## config.mk

```make
export PLATFORM = sky130hd
export DESIGN_NAME = sync_fifo_param
export DESIGN_NICKNAME = d
export VERILOG_FILES = /design/src/rtl/fifo_pkg.sv /design/src/rtl/fifo_mem.sv /design/src/rtl/sync_fifo_param.sv
export SDC_FILE = /design/constraint.sdc
export NUM_CORES = 1
export LEC_CHECK = 0
export CAP_MARGIN = 5
export CORE_MARGIN = 2
export CORE_UTILIZATION = 30
export CTS_CLUSTER_SIZE = 20
export DETAILED_ROUTE_END_ITERATION = 8
export GPL_ROUTABILITY_DRIVEN = 0
export PLACE_DENSITY_LB_ADDON = 0.1
export SLEW_MARGIN = 25
export SYNTH_ARGS = -nofsm -noshare
export SYNTH_HDL_FRONTEND = slang
export SYNTH_SLANG_ARGS = --single-unit
```

## constraint.sdc

```tcl
create_clock -name clk -period 2.11 [get_ports clk]
set_clock_uncertainty 0.1 [all_clocks]
set_input_delay 0.422 -clock clk [delete_from_list [all_inputs] [get_ports clk]]
set_output_delay 0.422 -clock clk [all_outputs]
set_load 0.1 [all_outputs]
```

## src/rtl/fifo_pkg.sv

```systemverilog
// Shared types and helpers for the synchronous FIFO.
package fifo_pkg;

    // Occupancy class held in the FIFO state register
    typedef enum logic [1:0] {
        EMPTY   = 2'd0,
        PARTIAL = 2'd1,
        FULL    = 2'd2
    } fifo_state_t;

    // Address width for a given depth; never narrower than one bit
    function automatic int fifo_width(input int unsigned depth);
        return (depth <= 1) ? 1 : $clog2(depth);
    endfunction

endpackage

```

## src/rtl/fifo_mem.sv

```systemverilog
// FIFO storage: one write port, one registered read port.
// The read register holds its value unless a read is enabled.
module fifo_mem
    import fifo_pkg::*;
#(
    parameter int DWIDTH = 8,
    parameter int DEPTH  = 16,
    localparam int AW    = fifo_width(DEPTH)
) (
    input  logic              clk,
    input  logic              rst,
    input  logic              we,
    input  logic [AW-1:0]     waddr,
    input  logic [DWIDTH-1:0] wdata,
    input  logic              re,
    input  logic [AW-1:0]     raddr,
    output logic [DWIDTH-1:0] rdata
);

    logic [DWIDTH-1:0] r_mem [DEPTH];
    logic [DWIDTH-1:0] r_rdata;

    // Array write; contents are not cleared by reset
    always_ff @(posedge clk) begin
        if (we) r_mem[waddr] <= wdata;
    end

    // Registered read data, cleared on reset, held when no read
    always_ff @(posedge clk) begin
        if (rst)     r_rdata <= '0;
        else if (re) r_rdata <= r_mem[raddr];
    end

    assign rdata = r_rdata;

endmodule

```

## src/rtl/sync_fifo_param.sv

```systemverilog
// Single-clock parameterised FIFO with registered status flags.
// Optional sticky overflow/underflow flags: define FIFO_ERR_FLAGS_EN.
module sync_fifo_param
    import fifo_pkg::*;
#(
    parameter int DWIDTH   = 8,
    parameter int DEPTH    = 16,
    parameter int AF_LEVEL = DEPTH - 2,
    parameter int AE_LEVEL = 2,
    localparam int AW      = fifo_width(DEPTH)
) (
    input  logic              clk,
    input  logic              rst,
    input  logic              wr,
    input  logic              rd,
    input  logic [DWIDTH-1:0] din,
    output logic [DWIDTH-1:0] dout,
    output logic [AW-1:0]     wrptr,
    output logic [AW-1:0]     rdptr,
    output logic [AW:0]       count,
    output logic              full,
    output logic              empty,
    output logic              almost_full,
    output logic              almost_empty,
    output logic              overflow,
    output logic              underflow
);

    localparam logic [AW:0] DEPTH_CNT = (AW+1)'(DEPTH);
    localparam logic [AW:0] AF_CNT    = (AW+1)'(AF_LEVEL);
    localparam logic [AW:0] AE_CNT    = (AW+1)'(AE_LEVEL);

    fifo_state_t   state, w_state_nxt;
    logic [AW-1:0] r_wrptr, r_rdptr;
    logic [AW:0]   r_count, w_count_nxt;
    logic          r_af, r_ae;
    logic          w_rd_acc, w_wr_acc;

    // A read needs data; a write needs room, or a slot freed by a same-cycle read
    assign w_rd_acc = rd && (state != EMPTY);
    assign w_wr_acc = wr && ((state != FULL) || w_rd_acc);

    // Occupancy after this edge
    always_comb begin
        w_count_nxt = r_count;
        if (w_wr_acc && !w_rd_acc)      w_count_nxt = r_count + 1'b1;
        else if (!w_wr_acc && w_rd_acc) w_count_nxt = r_count - 1'b1;
    end

    // Next state classified from next occupancy
    always_comb begin
        w_state_nxt = PARTIAL;
        if (w_count_nxt == '0)             w_state_nxt = EMPTY;
        else if (w_count_nxt == DEPTH_CNT) w_state_nxt = FULL;
    end

    // State register
    always_ff @(posedge clk) begin
        if (rst) state <= EMPTY;
        else     state <= w_state_nxt;
    end

    // Pointers, count and threshold flags; power-of-two depth wraps for free
    always_ff @(posedge clk) begin
        if (rst) begin
            r_wrptr <= '0;
            r_rdptr <= '0;
            r_count <= '0;
            r_af    <= 1'b0;
            r_ae    <= 1'b1;
        end else begin
            if (w_wr_acc) r_wrptr <= r_wrptr + 1'b1;
            if (w_rd_acc) r_rdptr <= r_rdptr + 1'b1;
            r_count <= w_count_nxt;
            r_af    <= (w_count_nxt >= AF_CNT);
            r_ae    <= (w_count_nxt <= AE_CNT);
        end
    end

    fifo_mem #(
        .DWIDTH (DWIDTH),
        .DEPTH  (DEPTH)
    ) u_mem (
        .clk   (clk),
        .rst   (rst),
        .we    (w_wr_acc),
        .waddr (r_wrptr),
        .wdata (din),
        .re    (w_rd_acc),
        .raddr (r_rdptr),
        .rdata (dout)
    );

    assign wrptr        = r_wrptr;
    assign rdptr        = r_rdptr;
    assign count        = r_count;
    assign full         = (state == FULL);
    assign empty        = (state == EMPTY);
    assign almost_full  = r_af;
    assign almost_empty = r_ae;

`ifdef FIFO_ERR_FLAGS_EN
    logic r_ovf, r_unf;

    // Sticky error flags, cleared only by reset
    always_ff @(posedge clk) begin
        if (rst) begin
            r_ovf <= 1'b0;
            r_unf <= 1'b0;
        end else begin
            if (wr && !w_wr_acc)       r_ovf <= 1'b1;
            if (rd && (state == EMPTY)) r_unf <= 1'b1;
        end
    end

    assign overflow  = r_ovf;
    assign underflow = r_unf;
`else
    assign overflow  = 1'b0;
    assign underflow = 1'b0;
`endif

endmodule

```

After elaboration in Yosys (flattened, before gate mapping)
Memory sizes are Yosys's and may differ from the RTL's. A register that Yosys moved wholly into a read port is not among the register bits.
Index checks and enable logic that the tools add are counted.
{"block": "classes", "addsub": 4, "magnitude_cmp": 2, "n_eq_ne": 3, "n_mux": 5, "reduce_logical": 11}
{"cell": "two-way mux 5 bit", "n": 2}
{"cell": "adder 4 x 1 -> 4 bit (second input constant)", "n": 2}
{"cell": "adder 5 x 1 -> 5 bit (second input constant)", "n": 1}
{"cell": "== test 5 bit (second input constant)", "n": 1}
{"cell": "greater-or-equal comparator 5 x 4 -> 1 bit (second input constant)", "n": 1}
{"cell": "less-or-equal comparator 5 x 2 -> 1 bit (second input constant)", "n": 1}
{"cell": "logical NOT 5 bit", "n": 1}
{"cell": "subtractor 5 x 1 -> 5 bit (second input constant)", "n": 1}
{"cell": "logical AND 1 bit", "n": 4}
{"cell": "== test 2 bit (second input constant)", "n": 1}
{"cell": "logical NOT 1 bit", "n": 2}
{"cell": "logical NOT 2 bit", "n": 1}
{"cell": "two-way mux 1 bit", "n": 2}
{"cell": "two-way mux 2 bit", "n": 1}
{"cell": "inequality test 2 bit (second input constant)", "n": 1}
{"cell": "nonzero test 2 bit", "n": 1}
{"cell": "OR reduction 2 bit", "n": 1}
{"cell": "logical OR 1 bit", "n": 1}
{"block": "word_totals", "regBits": 17, "ramBits": 128, "input_bits": 12, "wordCells": 32, "memories": 1}
{"name": "u_mem.r_mem", "words": 16, "width": 8, "read_ports": 1, "rd_clocked_by_memory_dff": 1, "write_ports": 1, "line_no": "fifo_mem.sv:20", "text": "logic [DWIDTH-1:0] r_mem [DEPTH];"}

Longest topological paths before layout
Gate-level depths: netlist (run 1).
{"block": "depth", "ltp_word": 10, "ltp_mapped": 7, "ltp_nobuf": 7}

Hierarchy
Synthesis (run 1) repeated with hierarchy kept, for this count alone.
{"block": "hier_totals", "cells_unflattened": 419, "hier_area_um2": 6264.8}
{"mod": "fifo_mem", "n_inst": 1, "cells_each": 316, "area_each_um2": 5343.9, "seq_area_each_um2": 4003.8}
{"mod": "sync_fifo_param", "n_inst": 1, "cells_each": 103, "area_each_um2": 920.9, "seq_area_each_um2": 340.3}

Least setup slack after synthesis (run 1)
No wires, ideal clock.
{"block": "synth_path", "kind": "reg2reg", "start": "reg r_count[0], in the netlist count[0]", "end": "reg r_af, in the netlist almost_full", "arrival_ps": 2476, "required_time_ps": 1933, "slack_ps": -543, "stages_incl_launch_ff": 8, "period_less_slack_ps": 2653, "path_cell_list": "dfxtp_1 > inv_1 > ha_1 > and2b_2 > a32o_2 > xnor2_1 > or3_1 > o22ai_1"}
{"block": "synth_via", "elab_chain_len": 4}
{"element": "start, declared", "line_no": "sync_fifo_param.sv:35", "text": "logic [AW:0] r_count, w_count_nxt;"}
{"element": "start signal, assigned", "line_no": "sync_fifo_param.sv:74", "text": "r_count <= w_count_nxt;"}
{"element": "subtractor 5 x 1 -> 5 bit", "line_no": "sync_fifo_param.sv:47", "text": "else if (!w_wr_acc && w_rd_acc) w_count_nxt = r_count - 1'b1;"}
{"element": "two-way mux 5 bit", "line_no": "sync_fifo_param.sv:47"}
{"element": "two-way mux 5 bit (*)", "line_no": "sync_fifo_param.sv:46", "text": "if (w_wr_acc && !w_rd_acc) w_count_nxt = r_count + 1'b1;"}
{"element": "greater-or-equal comparator 5 x 4 -> 1 bit (*)", "line_no": "sync_fifo_param.sv:75", "text": "r_af <= (w_count_nxt >= AF_CNT);"}
{"element": "end signal, assigned", "line_no": "sync_fifo_param.sv:75"}
{"element": "end, declared", "line_no": "sync_fifo_param.sv:36", "text": "logic r_af, r_ae;"}
Every way passes the cells marked *; elsewhere a longest branch is shown, timed or not.
A chain may end at the register's enable or synchronous reset.

==> impl_metrics.py, run 1 <==
metrics = {
    "synth": {
        "async_reset_ff_share_pct": 0,
        "syn_inst": 344,
        "synth_edf_count": 128,
        "synth_ff_type": "edfxtp_1",
        "synthDistinctLibCells": 44,
        "synth_top_area_share_pct": 63.5,
        "syn_area_um2": 6050,
        "synth_seq_cells": 153,
        "yosysMostFrequentCell": "edfxtp_1",
        "synth_top_area_cell": "edfxtp_1",
        "synth_area_leaders": "edfxtp_1 (64%), mux4_2 (12%), dfxtp_1 (8.3%)",
        "avgSynthCellArea_um2": 17.6,
        "yosysSeqAreaShare_pct": 71.8,
        "synthTopCellsByCount": "edfxtp_1 (128), nor2_1 (34), mux4_2 (32)",
        "ys_warn_count": 0,
    },
    "critical_path": {
        "worstPathMaxFanout": 14,
        "arrival_ns": 2.17,
        "required_ns": 2.32,
        "critPathCaptureType": "register",
        "startpoint_type": "register",
        "rrSetupSlack_ns": 0.14,
        "r2r_cells": 6,
        "path_class": "reg -> reg",
        "reg2reg_to": "u_mem.rdata[6]",
        "reg2reg_from": "rdptr[0]",
    },
    "hold_path": {
        "whs_endpoint": "u_mem.rdata[0]",
        "worstHoldPathType": "reg -> reg",
        "hold_start": "u_mem.rdata[0]",
        "whs_path_depth": 2,
    },
    "sta": {
        "fmax_mhz": 508,
        "setup_viol": 0,
        "hold_violations": 0,
        "worst_slew_pin_slew_ns": 0.715,
        "slew_violations": 0,
        "period_share_pct": 93.3,
        "rsz0062_at_grt": "false",
        "setup_ws_ns": 0.140,
        "maxSlewHeadroom_pct": 52.2,
        "min_period_ns": 1.97,
    },
    "floorplanning": {
        "initial_utilization_pct": 30.8,
        "design.die.area_um2": 21300,
        "ioPinCount": 39,
        "row_count": 51,
        "die_h_um": 146,
        "core_area_um2": 19700,
        "fp.dieW_um": 146,
    },
    "layout": {
        "nets": 450,
        "drive_gt1_share_pct": 37.6,
        "final_util_pct": 39.5,
        "fin_area_um2": 7770,
        "fillers": 1827,
        "diodes": 0,
        "finalNonFillerCells": 709,
        "area_delta_synth_final_pct": 28.3,
    },
    "cts": {
        "cts_htree_levels": 4,
        "insertion_delay_ns": 0.42,
        "cts_buffers": 17,
        "cts_tree": "done",
        "clkSlewWorstSetupHoldPaths_ns": 0.06,
        "postCtsHoldBufs": 0,
        "root_buffer": "clkbuf_16",
        "cts_buffer_depth": 2,
        "cts_sinks": 153,
    },
    "global_routing": {
        "track_usage_pct": 14.3,
        "grt_antenna_before_repair": 0,
        "grt_pass1_vias": 3415,
        "grt_overflow": 0,
        "grt_start_max_net_pins": 18,
        "grt_pass1_wl_um": 21900,
    },
    "detailed_routing": {
        "vias_per_cell": 4.65,
        "antenna_left": 0,
        "drt_pre_antenna_iters": 4,
        "route.vias.total": 3299,
        "drt_iter0_markers": 241,
        "drc": 0,
        "routedWlPerCell_um": 20.2,
        "routed_wl_um": 14300,
    },
    "placement": {
        "port_buffers": 36,
        "dpl.cell_count": 677,
        "place_ws_ns": -0.269,
        "placed_cell_area_um2": 7190,
        "hpwl_um": 10000,
    },
    "pwr": {
        "ir_drop_mv": 0.537,
        "power_density_nw_per_um2": 1110,
        "p_leak_nw": 2.63,
    },
    "flow_run": {
        "max-cap-violations": 0,
    },
    "status": {
        "status": "completed",
    },
}
==> what timing repair did <==
action                     in CTS  in global routing
setup endpoints to repair       0                 24
resized for setup               0                  2
setup buffers                   0                  0
==> cell usage in the layout (no fill, tap or decap), types with 3 or more instances in the layout <==
cell type,count
nor2_1,31
dfxtp_4,4
edfxtp_1,128
clkinvlp_4,4
nor3_2,4
dfxtp_1,15
inv_1,5
xor2_1,5
ha_1,7
clkinv_2,3
nand2_1,9
a22oi_1,16
buf_4,63
clkdlybuf4s50_1,11
mux2i_1,3
nor2_2,4
clkbuf_16,17
mux4_2,32
xnor2_1,4
inv_6,3
a21oi_1,17
nor2b_1,4
buf_12,14
nand2b_1,3
dfxtp_2,6
==> worst max-delay path by stage <==
stage	startpoint	to	slack, ns
floorplan	state[0]	u_mem.r_mem[15][0]	-0.12
global placement	rd	u_mem.r_mem[2][7]	-0.27
detailed placement	rd	state[0]	-0.27
CTS	state[0]	state[0]	0.04
global route	state[0]	u_mem.r_mem[2][4]	0.03
finish	rdptr[0]	u_mem.rdata[6]	0.14
==> per-stage QoR <==
stage	setup TNS (ns)	hold WS, ns	power (W)
6_report	0	0.391	0.00864
5_1_grt	0	0.421	0.00901
4_1_cts	0	0.400	0.00876
3_5_place_dp	-25.11	0.386	0.00577
3_3_place_gp	-24.49	0.373	0.00578
2_1_floorplan	-9.70	0.421	0.00507
==> cell type report <==
cell class	instances	area, um2	share of cell area (%)
timing repair buffer	88	863	11.1
inverter	5	18.8	0.242
sequential	153	4370	56.2
clock inverter	15	148	1.90
tap	265	332	4.27
multi-input combinational	166	1610	20.8
clock buffer	17	425	5.48
==> metal layers <==
metal | routed length [um] | vias up | track usage [%]
li1 | - | 1522 | -
met1 | 6960 | 1694 | 20.0
met2 | 6580 | 74 | 21.6
met3 | 644 | 9 | 4.09
met4 | 127 | 0 | 4.51
met5 | 0 | - | 0
==> report_power, final <==
group	switching (W)	total (W)	internal (W)
Sequential	0.000124	0.00354	0.00342
Clock	0.00122	0.00296	0.00174
Combinational	0.00131	0.00214	0.000829
Total	0.00266	0.00864	0.00598
==> state kept, by name, summed over array words and instances, names as in the netlist <==
name / cells
almost_empty: 1
almost_full: 1
count: 5
rdptr: 4
state: 2
u_mem.r_mem: 128
u_mem.rdata: 8
wrptr: 4
==> critical path, stage by stage, from the launching register on <==
cell and delay, ns:
dfxtp_4 0.41, buf_12 0.19, mux4_2 0.52, a22oi_1 0.30, a21oi_1 0.15, a21oi_1 0.13
nor2_1 0.05
==> logic make-up after synthesis <==
| family | Yosys count | synth area share, % |
|---|---|---|
| other | 1 | 0.0620 |
| and+or+nand+nor | 68 | 5.48 |
| muxes | 38 | 13.0 |
| DFF | 153 | 71.8 |
| adders and majority gates | 7 | 1.45 |
| AOI/OAI and AO/OA | 42 | 4.67 |
| xor gates and xnor gates | 9 | 1.30 |
| buffers and inverters | 26 | 2.27 |
Power figures use the tool's default switching activity.
==> run 2: changes to the inputs <==
PLACE_DENSITY_LB_ADDON = default   (was 0.1)
clock period = 2.3 ns   (was 2.11 ns; I/O delays follow)
==> run 2 against run 1 <==
Against the previous run:
- sequential power shrank 8.2%
- register-to-register slack improved by 0.08 ns
- worst hold slack improved by 0.011 ns
- final cell count is 2.1% lower
- wire length shrank 14%
- via count shrank 3.3%
- maximum frequency decreased by 5.1%
- global-route usage shrank 2.1 points
- combinational power decreased by 16%
- count of clock-buffer cells in the layout unchanged
- largest cell class unchanged
- largest power group unchanged
==> impl_metrics.py, run 2 (synthesis results as in run 1) <==
metrics = {
    "floorplanning": {
        "fp.dieW_um": 146,
        "design.die.area_um2": 21300,
        "initial_utilization_pct": 30.8,
        "ioPinCount": 39,
        "core_area_um2": 19700,
        "die_h_um": 146,
        "row_count": 51,
    },
    "critical_path": {
        "startpoint_type": "register",
        "required_ns": 2.50,
        "path_class": "reg -> reg",
        "arrival_ns": 2.27,
        "worstPathMaxFanout": 12,
        "critPathCaptureType": "register",
    },
    "pwr": {
        "ir_drop_mv": 0.444,
        "p_leak_nw": 2.52,
        "netSwitchingFraction_pct": 30.5,
        "p_int_w": 0.00528,
        "clkPwrFrac_pct": 33.6,
        "power_density_nw_per_um2": 1020,
        "p_seq_share_pct": 42.8,
        "finalPower_w": 0.00760,
        "switching_power_w": 0.00232,
        "combPwrFrac_pct": 23.6,
    },
    "sta": {
        "min_period_ns": 2.08,
        "period_share_pct": 90.3,
        "setup_viol": 0,
        "maxSlewHeadroom_pct": 57.2,
        "slew_violations": 0,
        "fmax_mhz": 482,
        "worst_slew_pin_slew_ns": 0.640,
        "hold_violations": 0,
        "rsz0062_at_grt": "false",
        "setup_tns_ns": 0,
    },
    "detailed_routing": {
        "routedWlPerCell_um": 17.8,
        "route.vias.total": 3191,
        "antenna_left": 0,
        "drt_pre_antenna_iters": 4,
        "drc": 0,
        "drt_iter0_markers": 242,
        "vias_per_cell": 4.60,
        "routed_wl_um": 12400,
    },
    "cts": {
        "cts_sinks": 153,
        "postCtsHoldBufs": 0,
        "cts_tree": "done",
        "insertion_delay_ns": 0.42,
        "root_buffer": "clkbuf_16",
        "cts_buffers": 17,
        "post_cts_buffers": 0,
        "cts_buffer_depth": 2,
        "clkSlewWorstSetupHoldPaths_ns": 0.06,
        "cts_htree_levels": 4,
        "cts_resized": 0,
    },
    "status": {
        "status": "completed",
    },
    "global_routing": {
        "grt_pass1_vias": 3364,
        "met1_usage_pct": 15.6,
        "use_met3_pct": 3.94,
        "grt_antenna_before_repair": 0,
        "grt.busiest_layer": "met2",
        "met2_usage_pct": 19.6,
        "track_usage_pct": 12.1,
        "grt_pass1_wl_um": 19100,
        "grt_overflow": 0,
        "grt_start_max_net_pins": 23,
    },
    "layout": {
        "fillers": 1841,
        "area_delta_synth_final_pct": 23.5,
        "nets": 435,
        "final_common_cell": "edfxtp_1",
        "largest_register_ffs": 128,
        "most-common-layout-cells": "edfxtp_1 (128), buf_4 (57), nor2_1 (34)",
        "multi_input_area_um2": 1580,
        "drive_gt1_share_pct": 32.9,
        "diodes": 0,
        "regMostFlops": "u_mem.r_mem",
        "finalNonFillerCells": 694,
        "final-seq-area_um2": 4350,
    },
    "placement": {
        "hpwl_um": 8300,
        "dpl.cell_count": 662,
        "port_buffers": 36,
    },
    "hold_path": {
        "worstHoldPathType": "reg -> reg",
    },
    "flow_run": {
        "max-cap-violations": 0,
    },
}
-- run 2: cell types whose count changed in the layout (fill, tap and decap cells not counted), sizes merged --
cell | before | now
clkinv | 6 | 9
inv | 8 | 9
bufinv | 2 | 1
clkinvlp | 4 | 1
buf | 77 | 62
-- run 2: layer usage --
layer / vias to the layer above / wire length (um)
met4: 0 / 140
li1: 1489 / -
met3: 9 / 700
met5: - / 0
met2: 81 / 5990
met1: 1612 / 5540
-- run 2: final timing paths --
path / depth (start not counted) / slack (ns) / to / from
setup / recovery: 6 / 0.22 / u_mem.rdata[4] / rdptr[0]
setup reg to reg: 6 / 0.22 / u_mem.rdata[4] / rdptr[0]
hold / removal: 2 / 0.40 / u_mem.rdata[5] / u_mem.rdata[5]
hold reg to reg: 2 / 0.40 / u_mem.rdata[5] / u_mem.rdata[5]
-- run 2: final cells by class --
class                   instances  share of cell area (%)
inverters                       5                   0.251
clock inverters                15                    1.67
multi-input cells             166                    21.1
clock buffers                  17                    5.69
flip-flops and latches        153                    58.3
repair buffers                 73                    8.54
well taps                     265                    4.44
-- run 2: stage by stage --
| stage | setup slack, ns | utilization [%] | cell area, um2 | hold slack, ns |
|---|---|---|---|---|
| 5_1_grt | 0.0585 | 38.0 | 7470 | 0.440 |
| 3_5_place_dp | -0.112 | 35.2 | 6920 | 0.388 |
| 2_1_floorplan | -0.109 | - | 6070 | 0.459 |
| 4_1_cts | 0.194 | 38.0 | 7470 | 0.407 |
| 6_report | 0.224 | 38.0 | 7470 | 0.402 |
| 3_3_place_gp | -0.0660 | 35.2 | 6920 | 0.371 |
-- run 2: critical path, cell delays in order, from the launching register on --
cell	delay, ns
dfxtp_4	0.50
buf_4	0.28
mux4_2	0.54
a22oi_1	0.21
a21oi_1	0.14
a21oi_1	0.14
nor2_1	0.05
-- run 2: power by group through the flow --
stage / sequential (W) / combinational [W] / clock (W)
floorplan: 0.00376 / 0.000881 / 0
global placement: 0.00331 / 0.00178 / 0
detailed placement: 0.00332 / 0.00180 / 0
CTS: 0.00326 / 0.00181 / 0.00261
global route: 0.00327 / 0.00191 / 0.00273
finish: 0.00325 / 0.00180 / 0.00255
